$ cat src/rtl/nb_recurrence_pkg.sv
// nb_recurrence_pkg: state encoding, recurrence offsets and snapshot sizing shared by the stepper.
package nb_recurrence_pkg;
    typedef enum logic [1:0] {IDLE = 2'd0, RUN = 2'd1, DRAIN = 2'd2} state_t;
    localparam int OFF_D = 3;
    localparam int OFF_B = 10;
    localparam int OFF_C = 1;
    function automatic int snap_w(input int w, input int cnt_w);
        return 4 * w + cnt_w;
    endfunction
endpackage

$ cat src/rtl/nb_snapshot_fifo.sv
// nb_snapshot_fifo: synchronous FIFO of snapshots; head reads from registered storage, no fall-through.
module nb_snapshot_fifo #(
    parameter int SNAP_W = 136,
    parameter int DEPTH  = 4
) (
    input  logic                       clock,
    input  logic                       reset,
    input  logic                       push,
    input  logic                       pop,
    input  logic [SNAP_W-1:0]          din,
    output logic [SNAP_W-1:0]          dout,
    output logic                       full,
    output logic                       empty,
    output logic [$clog2(DEPTH):0]     count
);
    localparam int AW = $clog2(DEPTH);
    logic [SNAP_W-1:0] mem_q [DEPTH];
    logic [SNAP_W-1:0] mem_d [DEPTH];
    logic [AW-1:0] rd_q, rd_d, wr_q, wr_d;
    logic [AW:0] count_q, count_d;
    logic do_pop, do_push;
    assign empty   = count_q == '0;
    assign full    = count_q == (AW+1)'(DEPTH);
    assign count   = count_q;
    assign do_pop  = pop & !empty;
    assign do_push = push & (!full | do_pop);
    // Gated head keeps all outputs at zero whenever nothing is queued, including after reset.
    assign dout    = empty ? '0 : mem_q[rd_q];
    always_comb begin
        mem_d = mem_q;
        if (do_push) mem_d[wr_q] = din;
        rd_d    = rd_q + AW'(do_pop);
        wr_d    = wr_q + AW'(do_push);
        count_d = count_q + (AW+1)'(do_push) - (AW+1)'(do_pop);
    end
    always_ff @(posedge clock) mem_q <= mem_d;
    always_ff @(posedge clock) begin
        if (reset) begin
            rd_q    <= '0;
            wr_q    <= '0;
            count_q <= '0;
        end else begin
            rd_q    <= rd_d;
            wr_q    <= wr_d;
            count_q <= count_d;
        end
    end
endmodule

$ cat src/rtl/nb_recurrence_stepper.sv
// nb_recurrence_stepper: steps a<-b+c, d<-a-3, b<-d+10, c<-c+1 once per cycle, queueing each result.
module nb_recurrence_stepper
    import nb_recurrence_pkg::*;
#(
    parameter int W     = 32,
    parameter int CNT_W = 8,
    parameter int DEPTH = 4
) (
    input  logic             clock,
    input  logic             reset,
    input  logic             start_valid,
    output logic             start_ready,
    input  logic [W-1:0]     init_a,
    input  logic [W-1:0]     init_b,
    input  logic [W-1:0]     init_c,
    input  logic [W-1:0]     init_d,
    input  logic [CNT_W-1:0] steps,
    output logic             out_valid,
    input  logic             out_ready,
    output logic [W-1:0]     out_a,
    output logic [W-1:0]     out_b,
    output logic [W-1:0]     out_c,
    output logic [W-1:0]     out_d,
    output logic [CNT_W-1:0] out_step,
    output logic             busy,
    output logic             done
);
    localparam int SNAP_W = snap_w(W, CNT_W);
    localparam int CW     = $clog2(DEPTH) + 1;
    state_t state_q, state_d;
    logic [W-1:0] a_q, a_d, b_q, b_d, c_q, c_d, d_q, d_d;
    logic [CNT_W-1:0] k_q, k_d, steps_q, steps_d;
    logic done_q, done_d, push, pop, full, empty;
    logic [CW-1:0] count;
    logic [SNAP_W-1:0] snap_in, snap_out;
    assign start_ready = state_q == IDLE;
    assign busy        = state_q != IDLE;
    assign done        = done_q;
    assign out_valid   = !empty;
    assign pop         = out_valid & out_ready;
    assign snap_in     = {a_d, b_d, c_d, d_d, k_d};
    assign {out_a, out_b, out_c, out_d, out_step} = snap_out;
    always_comb begin
        state_d = state_q;
        a_d     = a_q;
        b_d     = b_q;
        c_d     = c_q;
        d_d     = d_q;
        k_d     = k_q;
        steps_d = steps_q;
        done_d  = 1'b0;
        push    = 1'b0;
        if (state_q == IDLE && start_valid) begin
            a_d     = init_a;
            b_d     = init_b;
            c_d     = init_c;
            d_d     = init_d;
            k_d     = '0;
            steps_d = steps;
            state_d = (steps == '0) ? DRAIN : RUN;
        end else if (state_q == RUN && (!full || pop)) begin
            // All four updates read the pre-step values, mirroring non-blocking semantics.
            push    = 1'b1;
            a_d     = b_q + c_q;
            d_d     = a_q - W'(OFF_D);
            b_d     = d_q + W'(OFF_B);
            c_d     = c_q + W'(OFF_C);
            k_d     = k_q + CNT_W'(1);
            state_d = (k_d == steps_q) ? DRAIN : RUN;
        end else if (state_q == DRAIN && count == '0) begin
            done_d  = 1'b1;
            state_d = IDLE;
        end
    end
    always_ff @(posedge clock) begin
        if (reset) begin
            state_q <= IDLE;
            a_q     <= '0;
            b_q     <= '0;
            c_q     <= '0;
            d_q     <= '0;
            k_q     <= '0;
            steps_q <= '0;
            done_q  <= 1'b0;
        end else begin
            state_q <= state_d;
            a_q     <= a_d;
            b_q     <= b_d;
            c_q     <= c_d;
            d_q     <= d_d;
            k_q     <= k_d;
            steps_q <= steps_d;
            done_q  <= done_d;
        end
    end
    nb_snapshot_fifo #(.SNAP_W(SNAP_W), .DEPTH(DEPTH)) u_fifo (
        .clock (clock),
        .reset (reset),
        .push  (push),
        .pop   (pop),
        .din   (snap_in),
        .dout  (snap_out),
        .full  (full),
        .empty (empty),
        .count (count)
    );
endmodule

$ cat config.mk
export PLATFORM = sky130hd
export DESIGN_NAME = nb_recurrence_stepper
export DESIGN_NICKNAME = d
export VERILOG_FILES = /design/src/rtl/nb_recurrence_pkg.sv /design/src/rtl/nb_snapshot_fifo.sv /design/src/rtl/nb_recurrence_stepper.sv
export SDC_FILE = /design/constraint.sdc
export NUM_CORES = 1
export LEC_CHECK = 0
export BUFFER_PORTS_ARGS = -buffer_cell sky130_fd_sc_hd__buf_2
export CORE_UTILIZATION = 30
export CTS_BUF_LIST = sky130_fd_sc_hd__clkbuf_4 sky130_fd_sc_hd__clkbuf_8 sky130_fd_sc_hd__clkbuf_16
export DETAILED_ROUTE_END_ITERATION = 8
export PLACE_DENSITY = 0.59
export REMOVE_ABC_BUFFERS = 1
export SLEW_MARGIN = 20
export SYNTH_ARGS = -nofsm -noshare
export SYNTH_HDL_FRONTEND = slang
export SYNTH_SLANG_ARGS = --single-unit
$ cat constraint.sdc
create_clock -name clock -period 12 [get_ports clock]
set_clock_uncertainty 0.1 [all_clocks]
set_input_delay 0 -clock clock [delete_from_list [all_inputs] [get_ports clock]]
set_output_delay 0 -clock clock [all_outputs]
set_load 0.01 [all_outputs]
==> results of run 1 <==
[synth_stat cells, drive strengths merged, types with 4 or more instances]
cell type,count
a211oi,19
a21o,11
a21oi,91
a221o,10
a22oi,70
a31oi,9
and2,144
and3,26
buf,25
clkbuf,100
dfxtp,154
edfxtp,544
ha,39
inv,20
mux2i,4
mux4,136
nand2,126
nand2b,4
nand3,40
nand4,29
nor2,82
nor2b,103
nor3,27
nor4,18
o211ai,10
o21ai,112
o21bai,4
o22ai,9
o31ai,7
or2,7
or3,9
or4,7
xnor2,70
xor2,54
[layout make-up]
cell class	instances	area, um^2
Clock buffer	102	2147
Clock inverter	32	485.5
Fill cell	9509	62740
Timing Repair Buffer	463	3164
Inverter	20	75.07
Sequential cell	698	19430
Multi-Input combinational cell	1316	10550
Antenna cell	1	2.502
Tap cell	1357	1698
[state kept, by name, indices dropped and copies added (netlist names)]
register / count
state_q: 2
c_q: 32
d_q: 32
b_q: 32
u_fifo.rd_q: 2
steps_q: 8
u_fifo.mem_q: 544
a_q: 32
k_q: 8
done: 1
u_fifo.count: 3
u_fifo.wr_q: 2
[critical path: cells and delay by family (launching register included)]
| kind | cells | cell delay [ns] |
|---|---|---|
| simple gates | 3 | 2.12 |
| flops | 1 | 0.35 |
| buf+inv | 3 | 1.44 |
| compound gates | 2 | 0.38 |
[per-layer routing]
| metal | part of all wire | track usage | vias to the layer above |
|---|---|---|---|
| met5 | 0 | 0 | - |
| met3 | 0.055 | 0.02627 | 87 |
| met2 | 0.47 | 0.2843 | 623 |
| met1 | 0.45 | 0.2427 | 10040 |
| li1 | - | - | 9089 |
| met4 | 0.019 | 0.04370 | 0 |
[what timing repair did]
| action | CTS | global route |
|---|---|---|
| hold buffers | 152 | 0 |
| setup endpoints to repair | 0 | 0 |
| endpoints found under the hold margin | 658 | 0 |
[where the power goes]
group	total (uW)	internal (uW)	switching, uW
clock network	2440	1510	929
logic	1930	826	1100
registers	2970	2840	130
[layout by cell type, fill, tap and decap left out, drive strengths merged, types with 19 or more instances in the layout]
cell         instances
a211oi              19
a21oi               91
a22oi               70
and2               144
and3                26
buf                311
clkbuf             102
dfxtp              154
dlygate4sd3        152
edfxtp             544
ha                  39
inv                 21
mux4               136
nand2              126
nand3               40
nand4               29
nor2                82
nor2b              103
nor3                27
o21ai              112
xnor2               70
xor2                54
[path summary, 6_finish.rpt]
| check | end | cells past startpoint |
|---|---|---|
| setup / recovery | a_q[14]$_SDFF_PP0_ | 8 |
| setup reg to reg | a_q[14]$_SDFF_PP0_ | 8 |
| hold / removal | c_q[20]$_SDFF_PP0_ | 4 |
| hold reg to reg | u_fifo.count[2]$_SDFF_PP0_ | 2 |
[stage by stage]
step	total power (uW)	utilization	setup slack, ns	hold slack, ns
after floorplan	4260	-	0.09566	-0.03331
after global placement	4954	0.3329	8.010	0.1577
after detailed placement	4966	0.3329	7.913	0.1580
after CTS	7452	0.3743	7.547	0.007187
after global routing	7681	0.3744	7.166	0.05497
final	7348	0.3744	7.442	0.03012
[logic make-up after synthesis]
| group | after synthesis | share of synthesized area |
|---|---|---|
| xor gates and xnor gates | 124 | 0.03565 |
| and+or+nand+nor | 637 | 0.1132 |
| muxes | 140 | 0.1018 |
| DFF | 698 | 0.6374 |
| AOI/OAI and AO/OA | 374 | 0.07663 |
| adders and majority gates | 41 | 0.01733 |
| buffers and inverters | 145 | 0.01799 |
==> run metrics, run 1 <==
run status=finished clean; peak per-stage delay on the critical path=0.88 ns; proportion of synthesized chip area in sequential cells=0.6374; ANT nets after route=0; post-CTS setup repair buffer count=0; Setup crit start=u_fifo.count[1]$_SDFF_PP0_; origin of the worst min-delay path=start_valid; Area Growth Syn to Fin=23.25%; Fin Setup TNS=0 ns; ratio of final minimum period to clock period=0.3799; latest clock arrival within the worst-skew pair=0.61 ns; final WL=91120 um; post-layout net count=2753; gr ovfl total=0; Starting DRT DRC Count=1412; fraction of synthesis flops using an asynchronous set or reset pin=0; initial antenna violation count=2; highest clock frequency the design can meet=0.2194 GHz; headroom to the max-slew limit=0.2580; final standard cell area without fillers=0.03755 mm^2; number of synthesized flops with an enable pin=544; IR drop worst, VDD=105.9 uV; distinct cell type count of the synthesized netlist=70; Post-Layout Cell Count=3989; crit path capture type=flip-flop; Final Setup Violations=0; Placeable Area=0.1003 mm^2; post-synthesis area per instance=14.11 um^2; data arrival time at the worst-slack endpoint=5.00 ns; largest area contributor in the netlist=edfxtp_1; clock tree from TritonCTS=yes; count of state elements after synthesis=698; main area contributors after synthesis=edfxtp_1 (54%), dfxtp_1 (10%), mux4_2 (10%); horizontal extent of the die=320.7 um; Total Die Area=0.1028 mm^2; H-tree depth reported by CTS=3; total via count in the routed design=19840; Detailed Routing Iterations Pass 1=5; cells along the critical path=nor4b_1 -> or2_4 -> inv_2 -> nor2_4 -> buf_4 -> a22oi_1 -> a21oi_1 -> dlygate4sd3_1; nature of the critical path startpoint=flip-flop; clock root buffer=clkbuf_16; data required time at the worst endpoint=12.44 ns; startpoint of the lowest-slack register-to-register path=u_fifo.count[1]$_SDFF_PP0_; number of hold-slack violations in the final timing report=0; placement row count=116; maximum clock insertion buffer count=3; commonest register cell after synthesis=edfxtp_1; Top-Level Pins=280; port buffer count=279; Initial Utilization=0.3038; fraction of post-synthesis cell area in the top cell type by area=0.5362; clock transition at the register clock pins on the worst setup and hold paths after CTS=0.06 ns; Post-DP Area=0.03339 mm^2; slew at the pin closest to its max-slew limit=1.110 ns; Pwr Density=195.7 mW/mm^2; final critical-path required period=4.558 ns; number of global-route vias before repair=19550; unrepaired setup endpoints after global routing=false; y dimension of the die=320.7 um; highest-delay cell along the critical path=nor2_4; Via-to-Cell Ratio=4.973; total routing usage reported by global routing=0.1744; type of the most critical hold path=in2reg; count of instances resized after the clock tree is built=0; final max-slew violation count=0; synthesized instance count=2159; DRC errors left=0; leakage power total=0.01316 uW; maximum number of pins on one net before global-route repair=95; proportion of layout cells with a drive suffix above 1=0.2281; total of max-cap violations=0; reg-to-reg setup timing slack=7.44 ns; total of warnings raised by yosys=0; CTS Buf Count=73; RePlAce Congestion=0.8367; DP Cell Count=3702; per-cell routed wire length=22.84 um; global-route wire length before repair=131800 um; Setup Crit Path Kind=reg2reg; clock sink count=698; synthesized area=0.03047 mm^2; Post-DP HPWL=61320 um; crit-path max FO=50
No activity file was read; power rests on OpenSTA's default activity.
==> inputs of run 2 (changes only) <==
--- a/config.mk
+++ b/config.mk
@@ -5,11 +5,12 @@
 export SDC_FILE = /design/constraint.sdc
 export NUM_CORES = 1
 export LEC_CHECK = 0
+export ABC_AREA = 1
 export BUFFER_PORTS_ARGS = -buffer_cell sky130_fd_sc_hd__buf_2
 export CORE_UTILIZATION = 30
 export CTS_BUF_LIST = sky130_fd_sc_hd__clkbuf_4 sky130_fd_sc_hd__clkbuf_8 sky130_fd_sc_hd__clkbuf_16
 export DETAILED_ROUTE_END_ITERATION = 8
-export PLACE_DENSITY = 0.59
+export PLACE_DENSITY = 0.58
 export REMOVE_ABC_BUFFERS = 1
 export SLEW_MARGIN = 20
 export SYNTH_ARGS = -nofsm -noshare
==> constraint.sdc (replaced) <==
create_clock -name clock -period 4.1 [get_ports clock]
set_clock_uncertainty 0.1 [all_clocks]
set_input_delay 0 -clock clock [delete_from_list [all_inputs] [get_ports clock]]
set_output_delay 0 -clock clock [all_outputs]
set_load 0.01 [all_outputs]
==> run metrics, run 2 <==
commonest register cell after synthesis=edfxtp_1 (unchanged); H-tree depth reported by CTS=3 (unchanged); placement row count=121 (was 116); final WL=111100 um (was 91120 um); data arrival time at the worst-slack endpoint=3.47 ns (was 5.00 ns); antenna diode count=0 (was 1); Setup Crit Path Kind=reg2reg (unchanged); Initial Utilization=0.3042 (was 0.3038); initial antenna violation count=2 (unchanged); clock root buffer=clkbuf_16 (unchanged); ANT nets after route=0 (unchanged); total via count in the routed design=27460 (was 19840); port buffer count=279 (unchanged); Top cell by count, worst path=nand2_4; most common library cell in the layout ignoring fill and taps=nor2_1 (was edfxtp_1); latest clock arrival within the worst-skew pair=0.66 ns (was 0.61 ns); reg-to-reg setup timing slack=1.11 ns (was 7.44 ns); per-cell routed wire length=19.47 um (was 22.84 um); number of global-route vias before repair=25900 (was 19550); distinct cell type count of the synthesized netlist=47 (was 70); total of warnings raised by yosys=0 (unchanged); global-route wire length before repair=164100 um (was 131800 um); post-synthesis area per instance=8.891 um^2 (was 14.11 um^2); Largest Register=u_fifo.mem_q (unchanged); clock tree from TritonCTS=yes (unchanged); max reg flops=544 (unchanged); slew at the pin closest to its max-slew limit=1.092 ns (was 1.110 ns); post-layout net count=4344 (was 2753); Post-Route Hold Slack=0.08427 ns (was 0.03012 ns); data required time at the worst endpoint=4.58 ns (was 12.44 ns); Post-DP HPWL=74250 um (was 61320 um); CTS Buf Count=80 (was 73); total met3 wirelength after detailed routing=6710 um (was 4967 um); number of hold-slack violations in the final timing report=0 (unchanged); count of instances resized after the clock tree is built=0 (unchanged); cells along the critical path=nor2_1 -> nand3_1 -> nand2_4 -> nand2_4 -> inv_4 -> a22o_1 -> clkinv_1 -> a21oi_1 -> dlygate4sd3_1 (was nor4b_1 -> or2_4 -> inv_2 -> nor2_4 -> buf_4 -> a22oi_1 -> a21oi_1 -> dlygate4sd3_1); Post-Route M1 WL=48240 um (was 41140 um); crit-path max FO=53 (was 50); largest area contributor in the netlist=edfxtp_1 (unchanged); DRC errors left=0 (unchanged); synthesized instance count=3740 (was 2159); count of state elements after synthesis=698 (unchanged); Detailed Routing Iterations Pass 1=7 (was 5); clock sink count=698 (unchanged); total of max-cap violations=0 (unchanged); proportion of synthesized chip area in sequential cells=0.5840 (was 0.6374); synthesized area=0.03325 mm^2 (was 0.03047 mm^2); most repeated cell in the gate-level netlist after synthesis=nor2_1 (was edfxtp_1); Total Die Area=0.1122 mm^2 (was 0.1028 mm^2); clock transition at the register clock pins on the worst setup and hold paths after CTS=0.06 ns (about the same); highest clock frequency the design can meet=0.3345 GHz (was 0.2194 GHz); maximum number of pins on one net before global-route repair=138 (was 95); unrepaired setup endpoints after global routing=false (unchanged); crit path capture type=flip-flop (unchanged); horizontal extent of the die=334.9 um (was 320.7 um); final max-slew violation count=0 (unchanged); IR drop worst, VDD=518.3 uV (was 105.9 uV); top library cells by usage in the layout, fill and taps aside=nor2_1 (737), nand2_1 (717), edfxtp_1 (544), o21ai_0 (356), inv_1 (340) (was edfxtp_1 (544), buf_2 (278), dfxtp_1 (152), dlygate4sd3_1 (152), and2_1 (142)); type of the most critical hold path=in2reg (unchanged); Area Growth Syn to Fin=23.48% (was 23.25%); top routing layer in use=met5 (was met4); Starting DRT DRC Count=2391 (was 1412); y dimension of the die=334.9 um (was 320.7 um); leakage power total=0.01660 uW (was 0.01316 uW); peak per-stage delay on the critical path=0.59 ns (was 0.88 ns); list of most frequent post-synthesis cells=nor2_1 (737), nand2_1 (717), edfxtp_1 (544) (was edfxtp_1 (544), dfxtp_1 (154), and2_1 (143)); run status=finished clean (unchanged); gr ovfl total=0 (unchanged); sum of met2 wire segment lengths after detailed routing=52990 um (was 43280 um); fraction of post-synthesis cell area in the top cell type by area=0.4913 (was 0.5362); Pwr Density=628.6 mW/mm^2 (was 195.7 mW/mm^2); Placeable Area=0.1093 mm^2 (was 0.1003 mm^2); Via-to-Cell Ratio=4.813 (was 4.973); nature of the critical path startpoint=flip-flop (unchanged); number of synthesized flops with an enable pin=544 (unchanged); proportion of layout cells with a drive suffix above 1=0.1258 (was 0.2281); fraction of synthesis flops using an asynchronous set or reset pin=0 (unchanged); maximum clock insertion buffer count=3 (unchanged); RePlAce Congestion=0.9303 (was 0.8367); headroom to the max-slew limit=0.2718 (was 0.2580); main area contributors after synthesis=edfxtp_1 (49%), dfxtp_1 (9.3%), nor2_1 (8.3%) (was edfxtp_1 (54%), dfxtp_1 (10%), mux4_2 (10%)); ratio of final minimum period to clock period=0.7292 (was 0.3799); final critical-path required period=2.990 ns (was 4.558 ns); Fin Setup TNS=0 ns (unchanged); Top-Level Pins=280 (unchanged); total routing usage reported by global routing=0.1952 (was 0.1744); highest-delay cell along the critical path=inv_4 (was nor2_4); Final Setup Violations=0 (unchanged)
==> run 2: cell count changes in the layout (fill, tap and decap cells not counted), sizes merged, moves of 139 or more <==
cell	change
and2	-139
a21oi	+184
nor2	+680
o21ai	+271
nand2	+599
inv	+333
==> run 2: cell families after synthesis <==
family | count (synthesis) | share of synthesized area
buffers and inverters | 523 | 0.06389
adder cells (fa/ha/maj) | 41 | 0.01588
AND/OR/NAND/NOR | 1710 | 0.2102
flip-flops | 698 | 0.5840
AO/OA/AOI/OAI | 725 | 0.1147
XOR/XNOR | 43 | 0.01133
==> run 2: cell type report <==
class | count | area, um^2
fillers | 11020 | 68250
flip-flops and latches | 698 | 19430
multi-input cells | 2519 | 11730
repair buffers | 508 | 3809
clock buffers | 107 | 2278
well taps | 1476 | 1847
inverters | 356 | 1355
clock inverters | 42 | 616.8
==> run 2: critical path: cells and delay by family, from the launching register on <==
kind | cells | cell delay, ns
buffers and inverters | 3 | 1.23
DFF | 1 | 0.35
AOI/OAI and AO/OA | 2 | 0.38
and+or+nand+nor | 4 | 0.78
==> run 2: where the power goes <==
group / internal [uW] / switching (uW) / total [uW]
registers: 8980 / 490 / 9470
logic: 2580 / 6070 / 8640
clock network: 4710 / 2990 / 7700
total: 16300 / 9550 / 25800
==> run 2: path summary, 6_finish.rpt <==
kind	startpoint	endpoint	cells after the start
setup / recovery	u_fifo.count[1]$_SDFF_PP0_	d_q[25]$_SDFF_PP0_	9
setup reg to reg	u_fifo.count[1]$_SDFF_PP0_	d_q[25]$_SDFF_PP0_	9
hold / removal	steps[1]	steps_q[1]$_SDFFE_PP0P_	4
hold reg to reg	steps_q[4]$_SDFFE_PP0P_	steps_q[4]$_SDFFE_PP0P_	2
==> run 2: timing repair <==
action / 4_1_cts / 5_1_grt
setup endpoints to repair: 0 / 0
endpoints found under the hold margin: 654 / 0
hold buffers: 196 / 0
buffers inserted: 0 / 0
==> run 2: per-stage QoR <==
step	util	total power [uW]	cells	worst slack (ns)	instance area (um^2)
2_1_floorplan	-	14430	3573	-6.926	32470
3_3_place_gp	0.3312	18080	5361	1.475	36200
3_5_place_dp	0.3312	18160	5361	1.463	36200
4_1_cts	0.3757	26120	5706	1.101	41060
5_1_grt	0.3757	27250	5706	0.9498	41060
6_report	0.3757	25810	5706	1.110	41060
==> run 2: per-layer routing <==
| layer | up-vias | GRT usage |
|---|---|---|
| met5 | - | 0 |
| met4 | 4 | 0.06276 |
| met3 | 148 | 0.02648 |
| met2 | 851 | 0.3259 |
| met1 | 13140 | 0.2602 |
| li1 | 13320 | - |
